[src/rtl/cv32e40p_top.sv]
// Minimal RV32 micro-core: clock gates, OBI instruction/data ports, vectored interrupts
// and debug halt/resume. One instruction in flight; the FSM walks FETCH/IWAIT/EXEC(/DREQ/DWAIT).
module cv32e40p_top #(
  parameter int COREV_PULP       = 1,
  parameter int COREV_CLUSTER    = 1,
  parameter int FPU              = 0,
  parameter int ZFINX            = 0,
  parameter int NUM_MHPMCOUNTERS = 4
) (
  input  logic        clk_i,
  input  logic        rst_ni,
  input  logic        en_i,
  input  logic        pulp_clock_en_i,
  input  logic        scan_cg_en_i,
  output logic        clk_o,
  output logic        clk_pg,
  input  logic [31:0] boot_addr_i,
  input  logic [31:0] mtvec_addr_i,
  input  logic [31:0] dm_halt_addr_i,
  input  logic [31:0] hart_id_i,
  input  logic [31:0] dm_exception_addr_i,
  output logic        instr_req_o,
  input  logic        instr_gnt_i,
  input  logic        instr_rvalid_i,
  output logic [31:0] instr_addr_o,
  input  logic [31:0] instr_rdata_i,
  output logic        data_req_o,
  input  logic        data_gnt_i,
  input  logic        data_rvalid_i,
  output logic        data_we_o,
  output logic [3:0]  data_be_o,
  output logic [31:0] data_addr_o,
  output logic [31:0] data_wdata_o,
  input  logic [31:0] data_rdata_i,
  input  logic [31:0] irq_i,
  output logic        irq_ack_o,
  output logic [4:0]  irq_id_o,
  input  logic        debug_req_i,
  output logic        debug_havereset_o,
  output logic        debug_running_o,
  output logic        debug_halted_o,
  input  logic        fetch_enable_i,
  output logic        core_sleep_o
);

  if (FPU != 0) begin : g_fpu_err
    $error("FPU must be 0");
  end
  if (ZFINX != 0) begin : g_zfinx_err
    $error("ZFINX must be 0");
  end
  if (NUM_MHPMCOUNTERS < 0 || NUM_MHPMCOUNTERS > 29) begin : g_hpm_err
    $error("NUM_MHPMCOUNTERS out of range 0..29");
  end
  if (COREV_CLUSTER != 0 && COREV_CLUSTER != 1) begin : g_cluster_err
    $error("COREV_CLUSTER must be 0 or 1");
  end

  localparam logic [6:0]  OPC_LUI   = 7'b0110111;
  localparam logic [6:0]  OPC_IMM   = 7'b0010011;
  localparam logic [6:0]  OPC_JAL   = 7'b1101111;
  localparam logic [6:0]  OPC_LOAD  = 7'b0000011;
  localparam logic [6:0]  OPC_STORE = 7'b0100011;
  localparam logic [31:0] INSN_MRET = 32'h30200073;
  localparam logic [31:0] INSN_DRET = 32'h7B200073;
  localparam logic [31:0] INSN_WFI  = 32'h10500073;

  // Latch-based gates: enables only change while clk_i is low, so no glitches.
  logic cg_en_latch, pg_en_latch, pg_gate;
  always_latch begin
    if (!clk_i) begin
      cg_en_latch = en_i | scan_cg_en_i;
      pg_en_latch = pulp_clock_en_i | scan_cg_en_i;
    end
  end
  assign pg_gate = (COREV_PULP != 0) ? pg_en_latch : 1'b1;
  assign clk_o   = clk_i & cg_en_latch;
  assign clk_pg  = clk_i & cg_en_latch & pg_gate;

  typedef enum logic [2:0] {
    S_IDLE, S_FETCH, S_IWAIT, S_EXEC, S_DREQ, S_DWAIT, S_SLEEP
  } state_e;

  state_e      state_q, state_d, exec_next;
  logic [31:0] pc_q, pc_d, next_pc;
  logic [31:0] ir_q;
  logic [31:0] mepc_q, mepc_d, dpc_q, dpc_d;
  logic [31:0] daddr_q, daddr_d, dwdata_q, dwdata_d;
  logic        dwe_q, dwe_d;
  logic        mie_q, mie_d, dbg_mode_q, dbg_mode_d;
  logic        dbg_req_q, havereset_q, irq_ack_q;
  logic [31:0] irq_pend_q, irq_clr;
  logic [4:0]  irq_id_q, irq_sel;
  logic        take_irq, take_dbg;
  logic [31:0] rf_q [32];
  logic        rf_we;
  logic [31:0] rf_wdata;

  logic [6:0]  opcode;
  logic [2:0]  funct3;
  logic [4:0]  rd, rs1, rs2;
  logic [31:0] rs1_val, rs2_val, imm_i, imm_s, imm_u, imm_j, mem_sum;
  logic        is_mem, is_store;

  assign opcode  = ir_q[6:0];
  assign rd      = ir_q[11:7];
  assign funct3  = ir_q[14:12];
  assign rs1     = ir_q[19:15];
  assign rs2     = ir_q[24:20];
  assign imm_i   = {{20{ir_q[31]}}, ir_q[31:20]};
  assign imm_s   = {{20{ir_q[31]}}, ir_q[31:25], ir_q[11:7]};
  assign imm_u   = {ir_q[31:12], 12'd0};
  assign imm_j   = {{12{ir_q[31]}}, ir_q[19:12], ir_q[20], ir_q[30:21], 1'b0};
  assign rs1_val = (rs1 == 5'd0) ? 32'd0 : rf_q[rs1];
  assign rs2_val = (rs2 == 5'd0) ? 32'd0 : rf_q[rs2];
  assign is_store = (opcode == OPC_STORE) && (funct3 == 3'b010);
  assign is_mem   = is_store || ((opcode == OPC_LOAD) && (funct3 == 3'b010));
  assign mem_sum  = rs1_val + (is_store ? imm_s : imm_i);

  // Highest-numbered pending line wins.
  always_comb begin
    irq_sel = 5'd0;
    for (int i = 0; i < 32; i++) begin
      if (irq_pend_q[i]) irq_sel = 5'(i);
    end
  end

  always_comb begin
    state_d    = state_q;
    pc_d       = pc_q;
    mepc_d     = mepc_q;
    dpc_d      = dpc_q;
    mie_d      = mie_q;
    dbg_mode_d = dbg_mode_q;
    daddr_d    = daddr_q;
    dwdata_d   = dwdata_q;
    dwe_d      = dwe_q;
    rf_we      = 1'b0;
    rf_wdata   = 32'd0;
    take_irq   = 1'b0;
    take_dbg   = 1'b0;
    irq_clr    = 32'd0;
    next_pc    = pc_q + 32'd4;
    exec_next  = S_FETCH;
    case (state_q)
      S_IDLE: begin
        if (fetch_enable_i) begin
          state_d = S_FETCH;
          pc_d    = boot_addr_i;
        end
      end
      S_FETCH: if (instr_gnt_i) state_d = S_IWAIT;
      S_IWAIT: if (instr_rvalid_i) state_d = S_EXEC;
      S_EXEC: begin
        if (is_mem) begin
          state_d  = S_DREQ;
          pc_d     = next_pc;
          daddr_d  = {mem_sum[31:2], 2'b00};
          dwdata_d = rs2_val;
          dwe_d    = is_store;
        end else begin
          if (opcode == OPC_LUI) begin
            rf_we    = 1'b1;
            rf_wdata = imm_u;
          end else if (opcode == OPC_IMM && funct3 == 3'b000) begin
            rf_we    = 1'b1;
            rf_wdata = rs1_val + imm_i;
          end else if (opcode == OPC_JAL) begin
            rf_we    = 1'b1;
            rf_wdata = pc_q + 32'd4;
            next_pc  = pc_q + imm_j;
          end else if (ir_q == INSN_MRET) begin
            next_pc = mepc_q;
            mie_d   = 1'b1;
          end else if (ir_q == INSN_DRET) begin
            next_pc    = dpc_q;
            dbg_mode_d = 1'b0;
          end else if (ir_q == INSN_WFI) begin
            exec_next = S_SLEEP;
          end
          // Debug entry outranks interrupts; a trap also cancels a WFI sleep.
          if (dbg_req_q && !dbg_mode_q) begin
            take_dbg   = 1'b1;
            dpc_d      = next_pc;
            pc_d       = dm_halt_addr_i;
            dbg_mode_d = 1'b1;
            state_d    = S_FETCH;
          end else if ((irq_pend_q != 32'd0) && mie_q && !dbg_mode_q) begin
            take_irq = 1'b1;
            irq_clr  = 32'd1 << irq_sel;
            mepc_d   = next_pc;
            pc_d     = mtvec_addr_i + {25'd0, irq_sel, 2'b00};
            mie_d    = 1'b0;
            state_d  = S_FETCH;
          end else begin
            pc_d    = next_pc;
            state_d = exec_next;
          end
        end
      end
      S_DREQ: if (data_gnt_i) state_d = S_DWAIT;
      S_DWAIT: begin
        if (data_rvalid_i) begin
          rf_we    = !dwe_q;
          rf_wdata = data_rdata_i;
          state_d  = S_FETCH;
        end
      end
      S_SLEEP: if ((irq_pend_q != 32'd0) || dbg_req_q) state_d = S_FETCH;
      default: state_d = S_IDLE;
    endcase
  end

  always_ff @(posedge clk_i or negedge rst_ni) begin
    if (!rst_ni) begin
      state_q     <= S_IDLE;
      pc_q        <= 32'd0;
      ir_q        <= 32'd0;
      mepc_q      <= 32'd0;
      dpc_q       <= 32'd0;
      daddr_q     <= 32'd0;
      dwdata_q    <= 32'd0;
      dwe_q       <= 1'b0;
      mie_q       <= 1'b1;
      dbg_mode_q  <= 1'b0;
      dbg_req_q   <= 1'b0;
      havereset_q <= 1'b1;
      irq_ack_q   <= 1'b0;
      irq_id_q    <= 5'd0;
      irq_pend_q  <= 32'd0;
    end else begin
      state_q    <= state_d;
      pc_q       <= pc_d;
      mepc_q     <= mepc_d;
      dpc_q      <= dpc_d;
      daddr_q    <= daddr_d;
      dwdata_q   <= dwdata_d;
      dwe_q      <= dwe_d;
      mie_q      <= mie_d;
      dbg_mode_q <= dbg_mode_d;
      dbg_req_q  <= (dbg_req_q | debug_req_i) & ~take_dbg;
      irq_pend_q <= (irq_pend_q | irq_i) & ~irq_clr;
      irq_ack_q  <= take_irq;
      if (take_irq) irq_id_q <= irq_sel;
      if (state_q == S_IWAIT && instr_rvalid_i) ir_q <= instr_rdata_i;
      if (state_q == S_FETCH && instr_gnt_i) havereset_q <= 1'b0;
    end
  end

  always_ff @(posedge clk_i) begin
    if (rf_we && rd != 5'd0) rf_q[rd] <= rf_wdata;
  end

  // OBI: req and its address/data are held steady from entry to the granting edge.
  assign instr_req_o  = (state_q == S_FETCH);
  assign instr_addr_o = pc_q;
  assign data_req_o   = (state_q == S_DREQ);
  assign data_we_o    = data_req_o & dwe_q;
  assign data_be_o    = {4{data_req_o}};
  assign data_addr_o  = daddr_q;
  assign data_wdata_o = dwdata_q;

  assign irq_ack_o         = irq_ack_q;
  assign irq_id_o          = irq_id_q;
  assign debug_havereset_o = havereset_q;
  assign debug_halted_o    = dbg_mode_q;
  assign debug_running_o   = (state_q != S_IDLE) && (state_q != S_SLEEP) && !dbg_mode_q;
  assign core_sleep_o      = (state_q == S_IDLE) || (state_q == S_SLEEP);

  logic unused_cfg;
  assign unused_cfg = ^{hart_id_i, dm_exception_addr_i};

endmodule

[config.mk]
export PLATFORM = sky130hd
export DESIGN_NAME = cv32e40p_top
export DESIGN_NICKNAME = d
export VERILOG_FILES = /design/src/rtl/cv32e40p_top.sv
export SDC_FILE = /design/constraint.sdc
export NUM_CORES = 2
export LEC_CHECK = 0
export ABC_CLOCK_PERIOD_IN_PS = 8600
export CELL_PAD_IN_SITES_DETAIL_PLACEMENT = 0
export CELL_PAD_IN_SITES_GLOBAL_PLACEMENT = 2
export CORE_MARGIN = 2
export CORE_UTILIZATION = 40
export CTS_CLUSTER_SIZE = 25
export DETAILED_ROUTE_END_ITERATION = 6
export PLACE_DENSITY_LB_ADDON = 0.1
export SLEW_MARGIN = 20
export SYNTH_ARGS = -nofsm -noshare
export SYNTH_HDL_FRONTEND = slang
export SYNTH_SLANG_ARGS = --single-unit
export TNS_END_PERCENT = 100
[constraint.sdc]
create_clock -name clk_i -period 8.6 [get_ports clk_i]
set_input_delay 0.86 -clock clk_i [delete_from_list [all_inputs] [get_ports clk_i]]
set_output_delay 0.86 -clock clk_i [all_outputs]
set_load 0.02 [all_outputs]
==> impl_metrics.env <==
export IMPL_status="finished clean"
export IMPL_ys_top_cells_by_count="edfxtp_1, mux4_2, nand2_1"
export IMPL_cpLargestDelayFamily="buffers and inverters"
export IMPL_grt_pass1_vias=43100
export IMPL_pin_count=382
export IMPL_cts_resized=0
export IMPL_initial_core_util_pct=40.2
export IMPL_ctsHoldBuffers=1
export IMPL_postCtsSetupRepairBufs=0
export IMPL_cellPowerDensity_nw_per_um2=381
export IMPL_rsz0062_at_grt="false"
export IMPL_first_iter_violations=4604
export IMPL_die_x_um=405
export IMPL_setup_viol=0
export IMPL_timing_rr_start="ir_q[15]$_DFFE_PN0P_"
export IMPL_grt_usage_pct=29.0
export IMPL_synth_warnings=0
export IMPL_grt_remaining_overflow=0
export IMPL_utilization_pct=47.3
export IMPL_crit_type="latch to output port"
export IMPL_yosys_area_share_simple_pct=5.99
export IMPL_total_power_mw=28.9
export IMPL_grt_pass1_wl_um=332000
export IMPL_hp_start="data_addr_o[11]$_DFFE_PN0P_"
export IMPL_hpwlAfterDp_um=156000
export IMPL_first_pass_iters=7
export IMPL_cpMaxStageDelayCell="clkdlybuf4s50_1"
export IMPL_max_stage_delay_ps=600
export IMPL_stdcell_area_sq_um=75800
export IMPL_drive_gt1_share_pct=23.1
export IMPL_synthAdderAreaFrac_pct=1.47
export IMPL_tns_ps=0
export IMPL_worstSkewPairLatency_ps=910
export IMPL_worstPathRequired_ps=7740
export IMPL_synth_xor_area_share_pct=1.80
export IMPL_dieArea_sq_um=164000
export IMPL_worstPathCellList="and3_1 > clkdlybuf4s50_1"
export IMPL_fp_coreArea_sq_um=160000
export IMPL_synthMuxAreaShare_pct=22.8
export IMPL_yosys_area_top_type="edfxtp_1"
export IMPL_antenna_found_initial=11
export IMPL_synth_most_common_cell="edfxtp_1"
export IMPL_synthesis_area_sq_um=64400
export IMPL_cp_end_kind="output port"
export IMPL_ir_drop_uv=251
export IMPL_synth_seq_cells=1262
export IMPL_die_y_um=405
export IMPL_async_flop_share_pct=18.7
export IMPL_synth_compound_area_share_pct=8.72
export IMPL_min_path_type="register to register"
export IMPL_num_rows=147
export IMPL_wl_per_cell_um=34.5
export IMPL_synth_top_family_by_area="multiplexers"
export IMPL_cp_arrival_ps=6270
export IMPL_syn_area_per_cell_sq_um=14.9
export IMPL_grt_max_degree=133
export IMPL_startpoint="cg_en_latch$_DLATCH_N_"
export IMPL_maxCapViolations=0
export IMPL_fin_skew_ps=47.1
export IMPL_cp_max_fo=2
export IMPL_cp_num_buf_inv=1
export IMPL_yosysTopAreaCellShare_pct=47.7
export IMPL_synthTopCellsByArea="edfxtp_1, mux4_2, dfrtp_1"
export IMPL_syn_to_final_growth_pct=17.7
export IMPL_slew_violations=0
export IMPL_cts_tree="built"
export IMPL_holdWs_ps=472
export IMPL_ys_types=91
export IMPL_syn_inst=4313
export IMPL_routed_wl_um=238000
export IMPL_fin_nets=4982
export IMPL_dpl_cell_area_sq_um=70900
export IMPL_vias=43000
export IMPL_synth_edf_count=1024
export IMPL_hold_viol=0
export IMPL_ant_nets=0
export IMPL_place_congestion=0.943
export IMPL_p_leak_nw=25.7
export IMPL_ys_dominant_reg_cell="edfxtp_1"
export IMPL_worst_slew_pin_slew_ps=1180
export IMPL_drc_errors=0
export IMPL_clkTransAtPathRegs_ps=50
export IMPL_relSlewSlack_pct=20.9
export IMPL_numPortBuffers=315
export IMPL_cp_start_kind="latch"
export IMPL_via_per_inst=6.21
cell usage in the layout, fill, tap and decap left out, drive strengths merged, types with 23 or more instances in the layout:
cell type      count
edfxtp          1024
ha                71
dfrtp            234
nor2             230
buf              138
clkdlybuf4s50    314
o21a              23
a21oi            228
xor2              57
o22ai             36
nor3              76
o21ai            272
clkinv            56
inv               54
a21o              31
a22oi             36
o221ai            28
a31oi             26
mux4             552
a221oi            49
nand3             42
conb              34
xnor2             75
clkbuf           193
mux2i            139
nor4              23
mux2              73
nand2            320
and3              31
nand4             38
final timing paths:
check / to / slack, ps / cells past startpoint
worst max-delay path: clk_pg / 1470 / 2
worst min-delay path: data_addr_o[11]$_DFFE_PN0P_ / 470 / 2
worst max register to register: rf_q[5][14]$_DFFE_PP_ / 1620 / 13
worst min register to register: data_addr_o[11]$_DFFE_PN0P_ / 470 / 2
max in group asynchronous: ir_q[20]$_DFFE_PN0P_ / 6650 / 3
min in group asynchronous: irq_pend_q[23]$_DFF_PN0_ / 490 / 2
area by class of cell:
| class | instances | area, sq um |
|---|---|---|
| multi-input cells | 2724 | 26900 |
| clock inverters | 74 | 826 |
| flip-flops and latches | 1262 | 36700 |
| repair buffers | 451 | 4360 |
| fillers | 14000 | 84400 |
| clock buffers | 195 | 4060 |
| diodes | 3 | 7.51 |
| well taps | 2160 | 2700 |
| inverters | 50 | 188 |
per-stage QoR:
stage	cells	setup WS [ps]
floorplan	4346	2380
global placement	6647	1480
detailed placement	6647	1500
CTS	6915	1400
global route	6916	1360
finish	6919	1470
cells by family (layout without fill, tap and decap cells):
group	count (synthesis)	in the layout
fa+ha+maj	74	74
compound gates	878	878
latches	2	2
other cells	1	37
simple gates	842	842
mux	764	764
xor+xnor	132	132
flops	1260	1260
buf+inv	360	770
flip-flops by register name, indices dropped and copies added (netlist names):
name               flops
data_addr_o           30
mepc_q                32
pg_en_latch            1
data_wdata_o          32
instr_addr_o          32
dpc_q                 32
state_q                3
mie_q                  1
ir_q                  32
irq_id_o               5
dbg_req_q              1
debug_halted_o         1
irq_pend_q            32
cg_en_latch            1
irq_ack_o              1
rf_q                1024
dwe_q                  1
debug_havereset_o      1
power breakdown:
| group | switching, mW | internal (mW) | leakage (nW) |
|---|---|---|---|
| clock | 2.64 | 3.71 | 2.39 |
| combinational | 9.01 | 5.80 | 10.8 |
| sequential | 0.842 | 6.88 | 12.4 |
metal layers:
layer	global-route usage, %	vias up	share of wire, %
li1	-	18100	-
met1	39.0	22900	41
met2	47.7	1732	48
met3	4.59	319	7.0
met4	10.3	4	3.7
met5	0	-	0.0088
worst reg2reg max path, delay by kind of cell (launching register included):
family,cells,cell delay [ps]
AO/OA/AOI/OAI,4,1730
multiplexers,2,1050
AND/OR/NAND/NOR,3,1030
buffers and inverters,2,980
flip-flops,1,910
adder cells (fa/ha/maj),1,520
XOR/XNOR,1,500
No activity file was read; power rests on OpenSTA's default activity.
